## config.mk

```make
export PLATFORM = sky130hd
export DESIGN_NAME = fifo_reader
export DESIGN_NICKNAME = d
export VERILOG_FILES = /design/src/rtl/fifo_reader_pkg.sv /design/src/rtl/fifo_skid_buf.sv /design/src/rtl/fifo_reader.sv
export SDC_FILE = /design/constraint.sdc
export NUM_CORES = 1
export LEC_CHECK = 0
export CAP_MARGIN = 20
export CORE_MARGIN = 4
export CORE_UTILIZATION = 53
export DETAILED_ROUTE_END_ITERATION = 10
export HOLD_SLACK_MARGIN = 0.12
export MAX_ROUTING_LAYER = met4
export PLACE_DENSITY = 0.79
export SLEW_MARGIN = 5
export SYNTH_ARGS = -nofsm -noshare
export SYNTH_HDL_FRONTEND = slang
export SYNTH_SLANG_ARGS = --single-unit
```

## constraint.sdc

```tcl
create_clock -name clk -period 2.9 [get_ports clk]
set_input_delay 0.58 -clock clk [delete_from_list [all_inputs] [get_ports clk]]
set_output_delay 0.58 -clock clk [all_outputs]
set_load 0.01 [all_outputs]
```

## src/rtl/fifo_reader_pkg.sv

```systemverilog
// Shared types and sizing for the FIFO read-side controller.
//   rd_state_e : controller FSM states
//   SKID_DEPTH : number of skid buffer entries
//   OCC_W      : width of the skid buffer occupancy count
package fifo_reader_pkg;

  localparam int unsigned SKID_DEPTH = 3;
  localparam int unsigned OCC_W      = 2;

  typedef enum logic [1:0] {
    RUN   = 2'd0,
    FLUSH = 2'd1,
    DONE  = 2'd2
  } rd_state_e;

endpackage : fifo_reader_pkg

```

## src/rtl/fifo_skid_buf.sv

```systemverilog
// Three-entry register FIFO that soaks up the upstream read latency.
//   clk, rst_n  : clock, async active-low reset
//   clear_i     : drop all entries (wins over push/pop)
//   push_i      : write push_data_i at the tail
//   pop_i       : drop the head entry
//   head_o      : head entry (entry 0), 0 after reset
//   occ_o       : number of valid entries, 0..3
module fifo_skid_buf
  import fifo_reader_pkg::*;
#(
  parameter int unsigned WIDTH = 8
) (
  input  logic             clk,
  input  logic             rst_n,
  input  logic             clear_i,
  input  logic             push_i,
  input  logic [WIDTH-1:0] push_data_i,
  input  logic             pop_i,
  output logic [WIDTH-1:0] head_o,
  output logic [OCC_W-1:0] occ_o
);

  logic [WIDTH-1:0] mem_q [SKID_DEPTH];
  logic [OCC_W-1:0] occ_q;
  logic             pop_ok;
  logic             push_ok;
  logic [OCC_W-1:0] wr_idx;

  localparam logic [OCC_W-1:0] OCC_FULL = OCC_W'(SKID_DEPTH);

  assign pop_ok  = pop_i && (occ_q != '0);
  assign push_ok = push_i && ((occ_q != OCC_FULL) || pop_ok);
  // Tail slot after any same-cycle shift of the head.
  assign wr_idx  = occ_q - OCC_W'(pop_ok);

  // Shift-register storage: entry 0 is always the head.
  always_ff @(posedge clk or negedge rst_n) begin
    if (!rst_n) begin
      occ_q    <= '0;
      mem_q[0] <= '0;
      mem_q[1] <= '0;
      mem_q[2] <= '0;
    end else if (clear_i) begin
      occ_q <= '0;
    end else begin
      if (pop_ok) begin
        mem_q[0] <= mem_q[1];
        mem_q[1] <= mem_q[2];
      end
      // Placed after the shift so a write to the vacated slot wins.
      if (push_ok) begin
        case (wr_idx)
          2'd0:    mem_q[0] <= push_data_i;
          2'd1:    mem_q[1] <= push_data_i;
          default: mem_q[2] <= push_data_i;
        endcase
      end
      occ_q <= occ_q + OCC_W'(push_ok) - OCC_W'(pop_ok);
    end
  end

  assign head_o = mem_q[0];
  assign occ_o  = occ_q;

  // A push into a full buffer with no pop means the read throttle is broken.
  a_no_overflow : assert property (@(posedge clk) disable iff (!rst_n)
    !(push_i && !pop_ok && !clear_i && (occ_q == OCC_FULL)));

endmodule : fifo_skid_buf

```

## src/rtl/fifo_reader.sv

```systemverilog
// Drains a one-cycle-latency synchronous FIFO into a valid/ready stream.
//   clk, rst_n            : clock, async active-low reset
//   fifo_empty/rd_en/data : upstream FIFO read port (data valid cycle after read)
//   m_valid/ready/data    : output stream, m_data is the skid buffer head
//   flush_req             : pulse to discard buffered and queued words
//   flush_busy/done       : flush in progress / one-cycle completion pulse
//   rd_count              : delivered-word count, wraps
module fifo_reader
  import fifo_reader_pkg::*;
#(
  parameter int unsigned WIDTH = 8,
  parameter int unsigned CNT_W = 16
) (
  input  logic             clk,
  input  logic             rst_n,
  input  logic             fifo_empty,
  output logic             fifo_rd_en,
  input  logic [WIDTH-1:0] fifo_data,
  output logic             m_valid,
  input  logic             m_ready,
  output logic [WIDTH-1:0] m_data,
  input  logic             flush_req,
  output logic             flush_busy,
  output logic             flush_done,
  output logic [CNT_W-1:0] rd_count
);

  localparam int unsigned CMT_W = OCC_W + 1;

  rd_state_e        state_q, state_d;
  logic             inflight_q;
  logic [CNT_W-1:0] rd_count_q;
  logic [OCC_W-1:0] occ;
  logic [WIDTH-1:0] head;
  logic [CMT_W-1:0] committed;
  logic             push, pop, clear;

  // Words already owned by the buffer, including one still in the FIFO read stage.
  assign committed = CMT_W'(occ) + CMT_W'(inflight_q);

  // State register, read pipeline flag and delivered-word counter.
  always_ff @(posedge clk or negedge rst_n) begin
    if (!rst_n) begin
      state_q    <= RUN;
      inflight_q <= 1'b0;
      rd_count_q <= '0;
    end else begin
      state_q    <= state_d;
      inflight_q <= fifo_rd_en;
      if (pop) rd_count_q <= rd_count_q + CNT_W'(1);
    end
  end

  // Next-state and stream/read control.
  always_comb begin
    state_d    = state_q;
    fifo_rd_en = 1'b0;
    m_valid    = 1'b0;
    flush_busy = 1'b0;
    flush_done = 1'b0;
    clear      = 1'b0;
    case (state_q)
      RUN: begin
        m_valid    = (occ != '0);
        fifo_rd_en = rst_n && !fifo_empty && (committed < CMT_W'(SKID_DEPTH));
        if (flush_req) begin
          state_d = FLUSH;
          clear   = 1'b1;
        end
      end
      FLUSH: begin
        flush_busy = 1'b1;
        fifo_rd_en = rst_n && !fifo_empty;
        if (fifo_empty && !inflight_q) state_d = DONE;
      end
      DONE: begin
        flush_busy = 1'b1;
        flush_done = 1'b1;
        state_d    = RUN;
      end
      default: state_d = RUN;
    endcase
  end

  // Returning data is only kept in RUN; during FLUSH it is dropped on arrival.
  assign push = inflight_q && (state_q == RUN);
  assign pop  = m_valid && m_ready;

  fifo_skid_buf #(
    .WIDTH (WIDTH)
  ) u_skid (
    .clk         (clk),
    .rst_n       (rst_n),
    .clear_i     (clear),
    .push_i      (push),
    .push_data_i (fifo_data),
    .pop_i       (pop),
    .head_o      (head),
    .occ_o       (occ)
  );

  assign m_data   = head;
  assign rd_count = rd_count_q;

endmodule : fifo_reader

```

; ---- Word level (Yosys, flattened, before mapping)
; Index checks and enable logic that the tools add are counted.
[classes]
addsub = 5
n_lt_le_gt_ge = 1
eq_ne = 6
n_mux = 15
bitwise_logic = 2
reduce_logical = 17
[ops]
columns = operator, count
row1 = 2-to-1 mux 24 bit, 1
row2 = 2-to-1 mux 8 bit, 3
row3 = "adder 16 x 1 -> 16 bit, second input constant", 1
row4 = 2-to-1 mux 16 bit, 1
row5 = logical AND 1 bit, 7
row6 = 2-to-1 mux 2 bit, 3
row7 = "!= test 2 bit, second input constant", 3
row8 = 2-to-1 mux 1 bit, 5
row9 = "== test 2 x 1 -> 1 bit, second input constant", 2
row10 = zero test 2 bit, 2
row11 = case mux 2 bit (2 select lines), 1
row12 = OR reduction 2 bit, 2
row13 = subtractor 2 x 1 -> 2 bit, 2
row14 = adder 2 x 1 -> 3 bit, 1
row15 = "less-than comparator 3 x 2 -> 1 bit, second input constant", 1
row16 = AND reduction 3 bit, 1
row17 = adder 2 x 1 -> 2 bit, 1
row18 = "== test 2 bit, second input constant", 1
row19 = zero test 1 bit, 2
row20 = inverter 1 bit, 2
row21 = case mux 1 bit (2 select lines), 1
row22 = AND reduction 2 bit, 1
row23 = nonzero test 2 bit, 1
row24 = logical OR 1 bit, 1
[totals]
reg_bits = 45
inputBits = 13
output_inout_bits = 28
elab_cells = 53

; ---- Longest topological paths before layout
[logic_depth]
ltp_word = 9
depth_mapped = 12
mapped_depth_nobuf = 9

; ---- By module
; From an unflattened synthesis, not the netlist that was laid out.
[hier_totals]
hier_cells = 193
area_unflattened_um2 = 2367.3
[by_module_without_submodules]
columns = mod, n_inst, cells_each, area_per_inst_um2, seq_area_each_um2
row1 = fifo_skid_buf, 1, 111, 1413.9, 650.6
row2 = fifo_reader, 1, 82, 953.4, 475.5

; ---- Worst setup path after synthesis
; No wires, ideal clock.
[synth_path]
path_type = reg2reg
startpoint = register state_q[0]
endpoint = register u_skid.mem_q (netlist bit u_skid.head_o[0])
setup_ps = 129
arrival_time_ps = 2245
t_required_ps = 2771
slack_ps = 525
stages_incl_launch_ff = 12
n_path_buf = 2
period_less_slack_ps = 2375
path_cell_list = dfrtp_1 > inv_1 > ha_1 > buf_4 > o211ai_4 > inv_2 > ha_1 > inv_1 > a211oi_2 > and2_1 > buf_6 > o221ai_2
[synth_between]
elab_chain_len = 8
word_cells_on_any_way = 13
classes_between = add/sub: 1 / mux: 5 / reduce/logical: 7
[synth_lines]
columns = item, line_no
row1 = from (decl), fifo_reader.sv:30  ; rd_state_e state_q, state_d;
row2 = from (signal assigned), fifo_reader.sv:48  ; state_q <= state_d;
row3 = zero test 2 bit *, "fifo_reader.sv:62, fifo_reader.sv:86"
row4 = 2-to-1 mux 1 bit, fifo_reader.sv:62  ; case (state_q)
row5 = logical AND 1 bit, fifo_reader.sv:87  ; assign pop = m_valid && m_ready;
row6 = logical AND 1 bit, fifo_skid_buf.sv:31  ; assign pop_ok = pop_i && (occ_q != '0);
row7 = subtractor 2 x 1 -> 2 bit, fifo_skid_buf.sv:34  ; assign wr_idx = occ_q - OCC_W'(pop_ok);
row8 = zero test 2 bit, fifo_skid_buf.sv:52  ; case (wr_idx)
row9 = 2-to-1 mux 8 bit, fifo_skid_buf.sv:52
row10 = 2-to-1 mux 24 bit, fifo_skid_buf.sv:51  ; if (push_ok) begin
row11 = to (decl), fifo_skid_buf.sv:23  ; logic [WIDTH-1:0] mem_q [SKID_DEPTH];
; Every way passes the cells marked *; elsewhere a longest branch is shown, timed or not.
; A chain may end at the register's enable or synchronous reset.

; ---- Worst setup path after layout
[layout_path]
startpoint = register u_skid.occ_q[0] (netlist: u_skid.occ_o[0])
endpoint = output fifo_rd_en
[layout_between]
elab_chain_len = 4
[layout_lines]
columns = item, line_no
row1 = from (decl), fifo_skid_buf.sv:24  ; logic [OCC_W-1:0] occ_q;
row2 = from (signal assigned), fifo_skid_buf.sv:58  ; occ_q <= occ_q + OCC_W'(push_ok) - OCC_W'(pop_ok);
row3 = adder 2 x 1 -> 3 bit, fifo_reader.sv:39  ; assign committed = CMT_W'(occ) + CMT_W'(inflight_q);
row4 = less-than comparator 3 x 2 -> 1 bit, fifo_reader.sv:65  ; fifo_rd_en = rst_n && !fifo_empty && (committed < CMT_W'(SKID_DEPTH));
row5 = logical AND 1 bit, fifo_reader.sv:65
row6 = case mux 1 bit (2 select lines), fifo_reader.sv:62
row7 = to (decl), fifo_reader.sv:17  ; output logic fifo_rd_en,
; No other way between the ends.

==> reports/metrics.yaml <==
outcome: "finished clean"
start_util_pct: 55.6
required_ps: 2320
grt.total_usage_pct: 17.6
drc: 0
clkTransAtPathRegs_ps: 80
crit_top_cell: "ha_1"
slowest_stage: "clkdlybuf4s50_1"
cp-end-kind: "primary output"
finalHoldViolCount: 0
fin_crit_sh_pct: 95.6
grt_pass1_wl_mm: 8.19
portBuffers: 40
path_cells: "ha_1 -> ha_1 -> nand2_1 -> a31oi_1 -> nor3b_2 -> clkdlybuf4s50_1"
avgSynthCellArea_um2: 10.7
ys_ff_latch: 45
fmax_mhz: 361
crit_arrival_ps: 2190
path_buf_inv: 1
cp_top_family: "buffers and inverters"
hp-class: "input pin to asynchronous set/reset pin"
grt_setup_unrepaired: "no"
finalSetupViolCount: 0
root_buffer: "clkbuf_8"
drtIter0Drc: 122
p_leak_nw: 1.27
wl_mm: 4.72
viasPerCell: 5.26
worst_clock_skew_ps: 5.10
antenna_found_initial: 0
tightest_slew_ps: 557
die_height_um: 76.0
syn_inst: 230
grt_max_degree: 46
ir_worst_vdd_uv: 462
syn_nets: 252
design_power_total_w: 0.00244
num_vias: 1698
fin_area_mm2: 0.00294
cts_tree: "built"
core_mm2: 0.00441
ant_nets: 0
drv_cap: 0
die_area_mm2: 0.00578
fillers: 385
wl_per_cell_um: 14.6
grt_pass1_vias: 1688
powerDensity_mw_per_mm2: 830
cp_max_fo: 7
ys_warn_count: 0
fin_crit_ps: 2770
slowest_delay_ps: 570
htree_num_levels: 2
area_growth_pct: 19.8
slew_violations: 0
placed_cell_area_mm2: 0.00285
crit_type: "flip-flop to primary output"
relSlewSlack_pct: 62.9
cts.sinks: 45
synth_seq_area_share_pct: 45.9
clk_latency_ps: 290
num_antenna_cells: 0
layout-drive-gt1-share_pct: 17.3
dp_hpwl_mm: 3.55
cts_buffers: 5
grt_overflow_total: 0
syn_area_mm2: 0.00245
die_x_um: 76.0
cts.path.max_buffers: 2
gp_congestion: 0.802
rows: 24
fin_hold_ws_ps: 408
setup_tns_ps: 0
io_pins: 41
synth.distinct_cells: 37
start_kind: "flip-flop"
final_nets: 292
firstDrtPassIters: 4
metrics by stage:
stage,util [%],std cells,setup slack [ps]
floorplan,-,230,525
global placement,64.6,315,328
detailed placement,64.6,315,260
CTS,66.5,323,30.1
global route,66.6,323,17.1
finish,66.6,323,127
power breakdown:
part           switching [W]  leakage [nW]  internal (W)  total (W)
logic               0.000552         0.672      0.000521    0.00107
clock network       0.000205        0.0385      0.000171   0.000376
registers           0.000149         0.563      0.000842   0.000992
synthesized netlist by cell type:
master | count | area [µm²]
a211oi_2 | 2 | 25.0
a21boi_1 | 1 | 7.51
a21oi_1 | 2 | 10.0
a31oi_1 | 1 | 6.26
a41o_4 | 2 | 42.5
and2_1 | 2 | 12.5
and2b_1 | 1 | 7.51
and2b_4 | 1 | 10.0
and3b_1 | 1 | 8.76
and4_1 | 1 | 8.76
buf_2 | 2 | 10.0
buf_4 | 10 | 75.1
buf_6 | 4 | 45.0
dfrtp_1 | 45 | 1130
ha_1 | 9 | 113
inv_1 | 21 | 78.8
inv_2 | 1 | 3.75
nand2_1 | 39 | 146
nand2_2 | 1 | 6.26
nand2b_1 | 1 | 6.26
nand3_1 | 22 | 110
nand4_1 | 3 | 18.8
nor2_1 | 3 | 11.3
nor3_1 | 2 | 10.0
nor3_2 | 2 | 20.0
nor3b_1 | 1 | 7.51
nor4b_4 | 1 | 23.8
o211ai_2 | 1 | 12.5
o211ai_4 | 1 | 21.3
o21a_1 | 2 | 15.0
o21ai_0 | 1 | 5.00
o21ai_1 | 9 | 45.0
o21ai_2 | 1 | 8.76
o221ai_2 | 16 | 240
or2_2 | 1 | 6.26
xnor2_1 | 13 | 114
xor2_1 | 4 | 35.0
final timing paths:
path                                           endpoint  slack, ps  depth (start not counted)                      start
setup / recovery                             fifo_rd_en        130                          6  u_skid.occ_o[0]$_DFF_PN0_
hold / removal                  rd_count[5]$_DFFE_PN0N_        410                          2                      rst_n
setup reg to reg           u_skid.head_o[6]$_DFFE_PN0N_        590                         11     state_q[0]$_DFFE_PN0P_
hold reg to reg                rd_count[15]$_DFFE_PN0N_        480                          1   rd_count[15]$_DFFE_PN0N_
max in group asynchronous     u_skid.occ_o[1]$_DFF_PN0_       2110                          2                      rst_n
min in group clk               rd_count[15]$_DFFE_PN0N_        480                          1   rd_count[15]$_DFFE_PN0N_
cells in the final DEF (no fill, tap or decap), types with 2 or more instances in the layout:
master           Yosys  layout
xor2_1               4       4
clkdlybuf4s50_1      0      39
nand4_1              3       3
and2_1               2       2
o21ai_1              9       9
ha_1                 9       9
nor2_1               3       3
xnor2_1             13      13
nand2_1             39      39
buf_4               10       9
clkbuf_8             0       5
nand3_1             22      22
o221ai_2            16      16
a21oi_1              2       2
a211oi_2             2       2
nor3_2               2       2
dfrtp_1             45      45
o21a_1               2       2
a41o_4               2       2
clkbuf_1             0       2
nor3_1               2       2
inv_1               21      21
registers in the layout (all words and copies together) (netlist names):
signal,cells
u_skid.occ_o,2
u_skid.head_o,8
inflight_q,1
state_q,2
u_skid.mem_q,16
rd_count,16
cell families after synthesis:
logic type,after synthesis,synth area share (%)
AOI/OAI and AO/OA,39,17.9
xor gates and xnor gates,17,6.07
adders and majority gates,9,4.59
buffers and inverters,38,8.67
DFF,45,45.9
and+or+nand+nor,82,16.9
worst reg2reg max path, cell delays in order, from the launching register on:
cell and delay [ps]:
dfrtp_1 350, inv_1 90, ha_1 220, buf_4 190
o211ai_4 140, inv_2 90, ha_1 350, inv_1 110
a211oi_2 220, and2_1 150, buf_4 180, o221ai_2 120
layout make-up:
class	instances	area, µm²	share of cell area, %
timing repair buffer	49	463	15.7
tap	52	65.1	2.21
sequential	45	1130	38.3
inverter	22	82.6	2.81
clock inverter	1	7.51	0.255
multi-input combinational	147	1120	38.1
clock buffer	7	76.3	2.60
repair_timing:
item                                    4_1_cts  5_1_grt
endpoints found under the setup margin        0        1
resized for setup                             0        1
buffers inserted                              0        0
hold buffers                                  0        0
layer usage:
| layer | vias up | GRT usage [%] | share of wire (%) |
|---|---|---|---|
| met2 | 40 | 26.6 | 47 |
| met1 | 787 | 23.6 | 47 |
| met3 | 6 | 3.90 | 4.7 |
| met4 | 0 | 5.34 | 1.2 |
| met5 | - | - | 0 |
| li1 | 865 | - | - |
(Power assumes the default switching activity.)
